**src/rtl/sap_sequencer.sv**
```systemverilog
// SAP-style control sequencer: one-hot T-state ring, fixed 3-step fetch, per-opcode execute microcode.
// Define SAP_UCODE_WR_EN to make the microcode table writable at runtime; otherwise it is a constant ROM.
module sap_sequencer #(
  parameter int              OPW    = 4,
  parameter int              CW     = 12,
  parameter int              NT     = 6,
  parameter logic [CW-1:0]   F1_CW  = 12'h5E3,
  parameter logic [CW-1:0]   F2_CW  = 12'hBE3,
  parameter logic [CW-1:0]   F3_CW  = 12'h263,
  parameter logic [CW-1:0]   NOP_CW = 12'h3E3,
  parameter logic [OPW-1:0]  HLT_OP = 4'hF
) (
  input  logic                           clk,
  input  logic                           rst,
  input  logic [OPW-1:0]                 ir_out,
  input  logic                           step_mode,
  input  logic                           step,
  input  logic                           ucode_we,
  input  logic [OPW+$clog2(NT-3)-1:0]    ucode_addr,
  input  logic [CW:0]                    ucode_wdata,
  output logic [CW-1:0]                  controlword,
  output logic [NT-1:0]                  t_state,
  output logic                           instr_done,
  output logic                           halted
);

  localparam int NS  = NT - 3;
  localparam int SW  = $clog2(NS);
  localparam int TBL = (2 ** OPW) * NS;
  localparam int IW  = (TBL > 1) ? $clog2(TBL) : 1;

  // Entry format is {last, cw}; steps beyond the third are idle and terminate the instruction.
  function automatic logic [CW:0] default_entry(input int op, input int st);
    logic [CW:0] e;
    e = (st < 3) ? {1'b1, CW'(12'h3E3)} : {1'b1, NOP_CW};
    case (op)
      0: case (st)
           0: e = {1'b0, CW'(12'h1A3)};
           1: e = {1'b1, CW'(12'h2C3)};
           default: ;
         endcase
      1: case (st)
           0: e = {1'b0, CW'(12'h1A3)};
           1: e = {1'b0, CW'(12'h2E1)};
           2: e = {1'b1, CW'(12'h3C7)};
           default: ;
         endcase
      2: case (st)
           0: e = {1'b0, CW'(12'h1A3)};
           1: e = {1'b0, CW'(12'h2E1)};
           2: e = {1'b1, CW'(12'h2CF)};
           default: ;
         endcase
      14: if (st == 0) e = {1'b1, CW'(12'h3F2)};
      default: ;
    endcase
    return e;
  endfunction

  logic [NT-1:0] t_q, t_d;
  logic          halted_q, halted_d;
  int            k;
  logic [CW:0]   rd_entry;
  logic [CW:0]   cur_entry;
  logic          adv, wrap, hlt_t4;

  // k is the 1-based index of the active T-state (0 only before the first reset).
  always_comb begin
    k = 0;
    for (int i = 0; i < NT; i++) begin
      if (t_q[i]) k = i + 1;
    end
  end

`ifdef SAP_UCODE_WR_EN
  logic [CW:0]   table_q [TBL];
  logic [IW-1:0] rd_idx;
  logic [IW-1:0] wr_idx;
  int            wr_op, wr_step;
  logic          wr_ok;

  assign rd_idx   = IW'(int'(ir_out) * NS + k - 4);
  assign rd_entry = table_q[rd_idx];

  always_comb begin
    wr_step = int'(ucode_addr) % (2 ** SW);
    wr_op   = int'(ucode_addr) / (2 ** SW);
    wr_ok   = (wr_step < NS);
    wr_idx  = IW'(wr_op * NS + wr_step);
  end

  always_ff @(posedge clk) begin
    if (rst) begin
      for (int i = 0; i < TBL; i++) table_q[IW'(i)] <= default_entry(i / NS, i % NS);
    end else if (ucode_we && wr_ok) begin
      table_q[wr_idx] <= ucode_wdata;
    end
  end
`else
  logic unused_ucode;
  assign unused_ucode = ^{ucode_we, ucode_addr, ucode_wdata};

  always_comb begin
    rd_entry = default_entry(int'(ir_out), k - 4);
  end
`endif

  always_comb begin
    cur_entry = {1'b1, NOP_CW};
    if (k >= 4) cur_entry = rd_entry;
    adv      = !halted_q && (!step_mode || step);
    hlt_t4   = (k == 4) && (ir_out == HLT_OP);
    wrap     = ((k >= 4) && cur_entry[CW]) || (k == NT);
    t_d      = t_q;
    halted_d = halted_q;
    // A halt parks the ring on T4 rather than wrapping.
    if (adv) begin
      if (hlt_t4)    halted_d = 1'b1;
      else if (wrap) t_d = NT'(1);
      else           t_d = {t_q[NT-2:0], 1'b0};
    end

    if (k == 1)      controlword = F1_CW;
    else if (k == 2) controlword = F2_CW;
    else if (k == 3) controlword = F3_CW;
    else             controlword = cur_entry[CW-1:0];
    if (rst || halted_q || hlt_t4) controlword = NOP_CW;

    instr_done = adv && (t_d == NT'(1)) && !rst;
  end

  always_ff @(posedge clk) begin
    if (rst) begin
      t_q      <= NT'(1);
      halted_q <= 1'b0;
    end else begin
      t_q      <= t_d;
      halted_q <= halted_d;
    end
  end

  assign t_state = t_q;
  assign halted  = halted_q;

endmodule

```
**config.mk**
```make
export PLATFORM = sky130hd
export DESIGN_NAME = sap_sequencer
export DESIGN_NICKNAME = d
export VERILOG_FILES = /design/src/rtl/sap_sequencer.sv
export SDC_FILE = /design/constraint.sdc
export NUM_CORES = 1
export LEC_CHECK = 0
export BUFFER_PORTS_ARGS = -buffer_cell sky130_fd_sc_hd__buf_2
export CAP_MARGIN = 20
export CORE_MARGIN = 2
export CORE_UTILIZATION = 42
export CTS_BUF_LIST = sky130_fd_sc_hd__clkbuf_4
export DETAILED_ROUTE_END_ITERATION = 10
export PLACE_DENSITY = 0.86
export SLEW_MARGIN = 5
export SYNTH_ARGS = -nofsm -noshare
export SYNTH_HDL_FRONTEND = slang
export SYNTH_SLANG_ARGS = --single-unit
```
**constraint.sdc**
```tcl
create_clock -name clk -period 2.3 [get_ports clk]
set_input_delay 0.115 -clock clk [delete_from_list [all_inputs] [get_ports clk]]
set_output_delay 0.115 -clock clk [all_outputs]
set_load 0.005 [all_outputs]
```
* Yosys cells after proc, flatten, opt, wreduce, memory -nomap -nowiden
Index checks and enable logic that the tools add are counted.
Operators by class: $add $sub $neg 1, $lt $le $gt $ge 1, equal/unequal tests 12, multiplexer cells 19, reduce and logical (&&, ||, !) cells 16
Operators with widths (count):
- $mux 32 | 4
- $pmux 13 s3 | 2
- $eq 32x2->1 const B | 2
- $eq 32x3->1 const B | 2
- $eq 32x4->1 const B | 2
- $logic_not 32->1 | 2
- $pmux 13 s4 | 1
- $mux 12 | 4
- $eq 32x1->1 const B | 1
- $ge 32x4->1 const B | 1
- $sub 32x4->32 const B | 1
- $pmux 13 s2 | 1
- $mux 6 | 3
- $mux 13 | 1
- $eq 4x4->1 const B | 2
- $eq 6x1->1 const B | 1
- $logic_and 1x1->1 | 5
- $mux 5 | 1
- $eq 4x1->1 const B | 1
- $eq 4x2->1 const B | 1
- $logic_not 4->1 | 1
- $logic_or 1x1->1 | 4
- $logic_not 1->1 | 3
- $mux 2 | 1
- other kinds (2) | 2
Storage, ports and cells: register bits after elaboration 7, logic and storage cells 51

* Longest topological paths before layout
Gate-level depths: netlist of run 1.
word-level depth 19, mapped depth 5, gate-level depth less buffers 4

* Least setup slack after synthesis of run 1
OpenSTA, ideal clock, no wires.
kind reg-to-output, start register t_q[4] (netlist: t_state[4]), end output instr_done, arrival time 1269 ps, slack 916 ps, stages on the path, launching flop included 6, path buffers 1, cells stage by stage dfxtp_1 > buf_6 > nor2b_1 > o31a_1 > or4_1 > a21oi_1
Between the ends: cells in the longest elaborated chain, start to end 15, elaborated cells between the ends (all ways) 23, classes of those cells add/sub: 1; order compare: 1; eq/ne: 5; mux: 10; reduce/logical: 6
RTL lines:
- start: declaration | line 60 | logic [NT-1:0] t_q, t_d;
- start signal: assignment | line 137 | t_q <= t_d;
- $mux 32 (2 in series) | line 71 | if (t_q[i]) k = i + 1;
- $sub 32x4->32 | line 104 | rd_entry = default_entry(int'(ir_out), k - 4);
- $eq 32x2->1 (tied with other cells) | line 42, 48
- $pmux 13 s3 (tied with other cells) | line 48 | 2: case (st)
- $pmux 13 s4 | line 36 | case (op)
- $mux 13 | line 110 | if (k >= 4) cur_entry = rd_entry;
- $logic_and 1x1->1 | line 113 | wrap = ((k >= 4) && cur_entry[CW]) || (k == NT);
- $logic_or 1x1->1 | line 113
- $mux 6 | line 119 | else if (wrap) t_d = NT'(1);
- $mux 6 | line 118 | if (hlt_t4) halted_d = 1'b1;
- $mux 6 * | line 117 | if (adv) begin
- $eq 6x1->1 * | line 129 | instr_done = adv && (t_d == NT'(1)) && !rst;
- $logic_and 1x1->1 * (2 in series) | line 129
- end: declaration | line 23 | output logic instr_done,
Mark *: on every way between the ends. The rest lies on a longest branch, timed or not.

* Worst setup path in the final report of run 1
Same ends and word-level chain as after synthesis.

==> results of run 1 <==
[cell families (layout without fill, tap and decap cells)]
| kind of cell | after synthesis | after routing |
|---|---|---|
| XOR/XNOR | 1 | 1 |
| AND/OR/NAND/NOR | 37 | 37 |
| flip-flops | 7 | 7 |
| buffers and inverters | 10 | 36 |
| AO/OA/AOI/OAI | 18 | 18 |
[cell type report]
type                       count  area, sq um  area share (%)
multi-input combinational     56          384            52.8
sequential                     7          140            19.3
clock buffer                   4         30.0            4.13
timing repair buffer          27          135            18.6
tap                           15         18.8            2.58
inverter                       5         18.8            2.58
[registers in the layout (all words and copies together), names as in the netlist]
| signal | flops |
|---|---|
| t_state | 6 |
| halted | 1 |
[per-stage QoR]
stage               hold WS (ns)  util [%]  instance area [sq um]
finish                     0.149      55.9                    727
global placement           0.403      53.6                    697
global route               0.154      55.9                    727
detailed placement         0.410      53.6                    697
CTS                        0.138      55.9                    727
floorplan                  0.307         -                    586
[cells in the mapped netlist]
cell type and n:
nor3_1 3, nor2b_1 3, o31a_1 2, a211oi_2 1, o22ai_2 1, or2_0 1, and2_1 1, buf_4 2
nand4_1 2, or3_1 1, or2_4 1, a2111oi_4 1, nand2_1 5, a21o_1 1, o221ai_1 1, nor2_1 4
nand3_1 4, or2_1 2, nor3b_1 2, nand3b_1 1, buf_6 2, o21ai_0 3, dfxtp_1 7, a21oi_1 5
o22ai_1 1, nor4_4 1, or4_1 1, o32ai_1 2, inv_1 5, nor4_1 2, xnor2_1 1, nand2b_1 2
buf_2 1, or3b_2 1
[routing by layer]
metal,global-route usage (%),up-vias,part of all wire (%)
met2,33.6,23,47
met3,3.19,5,6.4
met4,7.26,0,1.1
li1,-,316,-
met1,18.6,278,46
met5,0,-,0
[report_power, final]
| group | internal [mW] | switching, mW | leakage (nW) |
|---|---|---|---|
| clock network | 0.0780 | 0.0463 | 0.0184 |
| logic | 0.0294 | 0.0376 | 0.219 |
| registers | 0.127 | 0.00508 | 0.0572 |
| total | 0.234 | 0.0889 | 0.294 |
[critical path: stages, from the launching register on]
cell and delay [ns]:
dfxtp_1 0.57, nor2b_1 0.09, o31a_1 0.24, or4_1 0.39, a21oi_1 0.12, buf_2 0.12
[final timing paths]
kind	from	end	cells after the start
max	t_state[4]	instr_done	5
min	rst	t_state[4]	2
max reg2reg	t_state[4]	t_state[4]	4
min reg2reg	t_state[1]	t_state[2]	2
==> metrics.md, run 1 <==
| Metric | Value |
|---|---|
| R2r setup slk | roughly 0.88 ns |
| CTS Sinks | 7 |
| Number of buffers created by CTS | 3 |
| Compound-Gate Fraction of Synth Area | 25.6% |
| Core ar. | between 0.001 and 0.0015 sq mm |
| Clk_lat worst skew | approximately 0.25 ns |
| Root Driver | clkbuf_4 |
| Xor and xnor area share after synthesis | 1.50% |
| Die Area | between 0.0015 and 0.002 sq mm |
| Pwr per Cell Area | approximately 440 mW/mm^2 |
| Skew final | between 0.0015 and 0.002 ns |
| Detailed Route WL | between 1 and 1.5 mm |
| WP data arrival | around 1.8 ns |
| Largest cells by area after synthesis | dfxtp_1, a2111oi_4, a21oi_1, buf_6, nor4_4 |
| Port buffer count | 27 |
| Crit path time final | ~1.9 ns |
| Synthesized area per cell | roughly 8 sq um |
| Diode count | 0 |
| Routed vias/inst | 5.46 |
| Max-slew violations | 0 |
| Worst-path clk slew | roughly 0.050 ns |
| Achievable clock frequency | around 0.53 GHz |
| Setup violators final | 0 |
| Adder-cell share of the synthesized area | 0% |
| Share of synthesized cell area in and, or, nand and nor gates | between 30% and 40% |
| CP required | 2.18 ns |
| Mux share of post-synthesis cell area | 0% |
| Largest net degree at the start of global routing | 12 |
| Synth top area share | between 20% and 30% |
| Setup bufs post-CTS | 0 |
| Relative slew slack | 68.8% |
| Share of layout cells above drive strength 1 | between 30% and 40% |
| Min-delay worst type | primary input to flip-flop |
| Worst slew pin tran | roughly 0.47 ns |
| Kind of end point of the critical path | primary output |
| # DRC | 0 |
| Post-Layout Cell Count | 114 |
| Number of max-cap violations | 0 |
| Endpoints failing hold | 0 |
| H-tree levels | 1 |
| Placed cell count | 110 |
| First-pass GRT wire length | approximately 2 mm |
| DRT Pass-1 Iters | 4 |
| Hold buffer count at cts | 0 |
| Lkg Pwr | slightly below 0.3 nW |
| Grt ovf | 0 |
| Main combinational cell family by area after synthesis | simple AND/OR/NAND/NOR gates |
| Post-CTS Resized | 0 |
| CTS Buffer Depth | 2 |
| RSZ-0062 raised after global routing | no |
| Hpwl dp | 1.10 mm |
| Yosys warning total | 0 |
| CP startpoint kind | flip-flop |
| Seq/Total Area, Yosys | a little under a quarter |
| Initial DRC Count | 6 |
| Routability cong. | 0.758 |
| Syn Nets | just over 100 |
| Placement Setup Slack | between 0.6 and 0.7 ns |
| Wirelength per Cell | ~12 um |
| Die H | about 41 um |
| Fill count | approximately 140 |
| Total chip power | approximately 320 uW |
| GRT Util Overall | 17.6% |
| CP max FO | 11 |
| Most frequent cells in the layout | buf_2, dfxtp_1, inv_1, nand2_1, a21oi_1 |
| Worst Setup Slack, final | slightly above 0.4 ns |
| DR vias | approximately 620 |
| Initial antenna violation count | 0 |
| Synth area leader | dfxtp_1 |
| Vias in the first global route | between 500 and 600 |
| Max VDD drop | between 0.3 and 0.4 mV |
| Mapped Area | roughly 590 sq um |
| Die W | 41.3 um |
| Area Overhead vs Synth | 24.1% |
| DRT antenna net count | 0 |
| Synthesized flop and latch total | 7 |
| Nets | around 130 |
| Status | complete, no violations |
| Post-Synthesis Cells | 73 |
| CTS tree | done |
| Top Ports | 48 |
| Crit Path Category | flip-flop to primary output |
| Setup_tns | 0 ns |
| Most common cell after layout, fill and taps aside | buf_2 |
| Tcrit/Tclk final | between 80 and 90% |
| Post-synthesis cell type count | 34 |
| Rows | 13 |
| Initial Utilization | 45.0% |
No activity file was read; power rests on OpenSTA's default activity.
==> inputs of run 2 (changes only) <==
CORE_UTILIZATION = 39   (was 42)
PLACE_DENSITY = 0.81   (was 0.86)
clock period = 1.95 ns   (was 2.3 ns; I/O delays follow)
==> run 2 against run 1 <==
Compared with the run above: flip-flop and latch count unchanged; largest power group unchanged; count of clock-buffer cells in the layout unchanged; worst setup slack got worse by 0.25 ns; wire length increased by 8.4%; non-clock buffer count increased by 1; critical path type unchanged; register-to-register slack got worse by 0.32 ns; global-route usage decreased by 1.4 points; critical endpoint unchanged; critical path depth decreased by 1; combinational power increased by 23%; cell count increased by 0.88%; worst hold slack got worse by 0.0062 ns; clock skew increased by 0.0082 ns.
==> metrics.md, run 2 (synthesis results as in run 1) <==
| Metric | Value |
|---|---|
| Initial DRC Count | 12 (was 6) |
| Grt ovf | 0 (unchanged) |
| Hpwl dp | 1.12 mm (was 1.10 mm) |
| Worst slew pin tran | 0.464 ns (was 0.467 ns) |
| Max VDD drop | 0.293 mV (was 0.376 mV) |
| Most frequent cells in the layout | buf_2, dfxtp_1, inv_1, nand2_1, a21oi_1 (unchanged) |
| Wirelength per Cell | 13.2 um (was 12.3 um) |
| Root Driver | clkbuf_4 (unchanged) |
| Core ar. | 0.00135 sq mm (was 0.00130 sq mm) |
| Min-delay worst type | primary input to flip-flop (unchanged) |
| Tcrit/Tclk final | around nine tenths |
| Clk_lat worst skew | 0.25 ns (about the same) |
| Skew final | 0.0101 ns (was 0.00186 ns) |
| First-pass GRT wire length | 2.33 mm (was 1.98 mm) |
| Top Ports | 48 (unchanged) |
| Endpoints failing hold | 0 (unchanged) |
| Setup_tns | 0 ns (unchanged) |
| Lkg Pwr | 0.300 nW (was 0.294 nW) |
| DRT antenna net count | 0 (unchanged) |
| CTS Buffer Depth | 2 (unchanged) |
| Register-to-Register Path Depth | 4 (unchanged) |
| Most common cell after layout, fill and taps aside | buf_2 (unchanged) |
| Routed vias/inst | 5.56 (was 5.46) |
| Worst-path clk slew | 0.05 ns (about the same) |
| RSZ-0062 raised after global routing | no (unchanged) |
| Largest net degree at the start of global routing | 12 (unchanged) |
| Area Overhead vs Synth | 25.6% (was 24.1%) |
| Worst Hold Depth | 2 (unchanged) |
| Diode count | 0 (unchanged) |
| WP data arrival | 1.69 ns (was 1.78 ns) |
| Max-slew violations | 0 (unchanged) |
| Crit path time final | around 1.8 ns |
| Achievable clock frequency | ~0.56 GHz |
| Die H | 42.8 um (was 41.3 um) |
| # DRC | 0 (unchanged) |
| Status | complete, no violations (unchanged) |
| Crit Path Category | flip-flop to primary output (unchanged) |
| Initial antenna violation count | 0 (unchanged) |
| Initial Utilization | 43.4% (was 45.0%) |
| Nets | 129 (was 128) |
| Routability cong. | 0.816 (was 0.758) |
| CTS Sinks | 7 (unchanged) |
| DR vias | 639 (was 622) |
| Share of layout cells above drive strength 1 | 39.0% (was 37.4%) |
| Relative slew slack | 69.0% (was 68.8%) |
| Setup violators final | 0 (unchanged) |
| CTS tree | done (unchanged) |
| Pwr per Cell Area | 524 mW/mm^2 (was 444 mW/mm^2) |
| Rows | 13 (unchanged) |
| Detailed Route WL | 1.52 mm (was 1.40 mm) |
| DRT Pass-1 Iters | 4 (unchanged) |
| Worst Setup Slack, final | 0.163 ns (was 0.409 ns) |
| Placement Setup Slack | 0.335 ns (was 0.661 ns) |
| CP max FO | 11 (unchanged) |
| Setup bufs post-CTS | 0 (unchanged) |
| Die Area | 0.00183 sq mm (was 0.00171 sq mm) |
| Max reg flops | 6 (unchanged) |
| Die W | 42.8 um (was 41.3 um) |
| Number of buffers created by CTS | 3 (unchanged) |
| CP startpoint kind | flip-flop (unchanged) |
| H-tree levels | 1 (unchanged) |
| Vias in the first global route | 544 (was 510) |
| Kind of end point of the critical path | primary output (unchanged) |
| GRT Util Overall | 16.2% (was 17.6%) |
| R2r setup slk | 0.56 ns (was 0.88 ns) |
| Port buffer count | 27 (unchanged) |
| CP required | 1.85 ns (was 2.18 ns) |
| Total chip power | 386 uW (was 323 uW) |
| Number of max-cap violations | 0 (unchanged) |
run 2: final timing paths:
kind,startpoint,endpoint
max,t_state[5],instr_done
min,rst,t_state[4]
max reg2reg,t_state[3],t_state[3]
min reg2reg,t_state[0],t_state[1]
run 2: metal layers:
| layer | track usage (%) | vias to the layer above | part of all wire, % |
|---|---|---|---|
| li1 | - | 320 | - |
| met2 | 25.8 | 26 | 49 |
| met5 | 0 | - | 0 |
| met4 | 8.75 | 0 | 1.1 |
| met1 | 20.6 | 291 | 43 |
| met3 | 2.55 | 2 | 6.7 |
run 2: stage by stage:
stage	instance area [sq um]	utilization, %	hold WS, ns	instances
floorplan	586	-	0.272	73
global placement	704	52.2	0.391	111
detailed placement	704	52.2	0.397	111
CTS	734	54.4	0.140	115
global route	736	54.5	0.154	115
finish	736	54.5	0.143	115
run 2: cell type report:
type,instances,area [sq um]
multi-input combinational,56,384
sequential,7,141
fill,148,614
tap,15,18.8
clock buffer,4,30.0
inverter,5,18.8
timing repair buffer,28,143
run 2: repair_timing:
action                                  in CTS  in global routing
resized for setup                            0                  1
endpoints found under the setup margin       0                  1
hold buffers                                 0                  0
endpoints found under the hold margin        0                  0
run 2: report_power, final:
group | leakage (nW) | internal [mW] | switching, mW
logic | 0.224 | 0.0360 | 0.0461
clock network | 0.0184 | 0.0922 | 0.0564
registers | 0.0577 | 0.149 | 0.00599
run 2: critical path: stages, from the launching register on:
cell and delay (ns):
dfxtp_1 0.60, nor4_4 0.13, or4_1 0.48, a21oi_1 0.11, buf_2 0.12
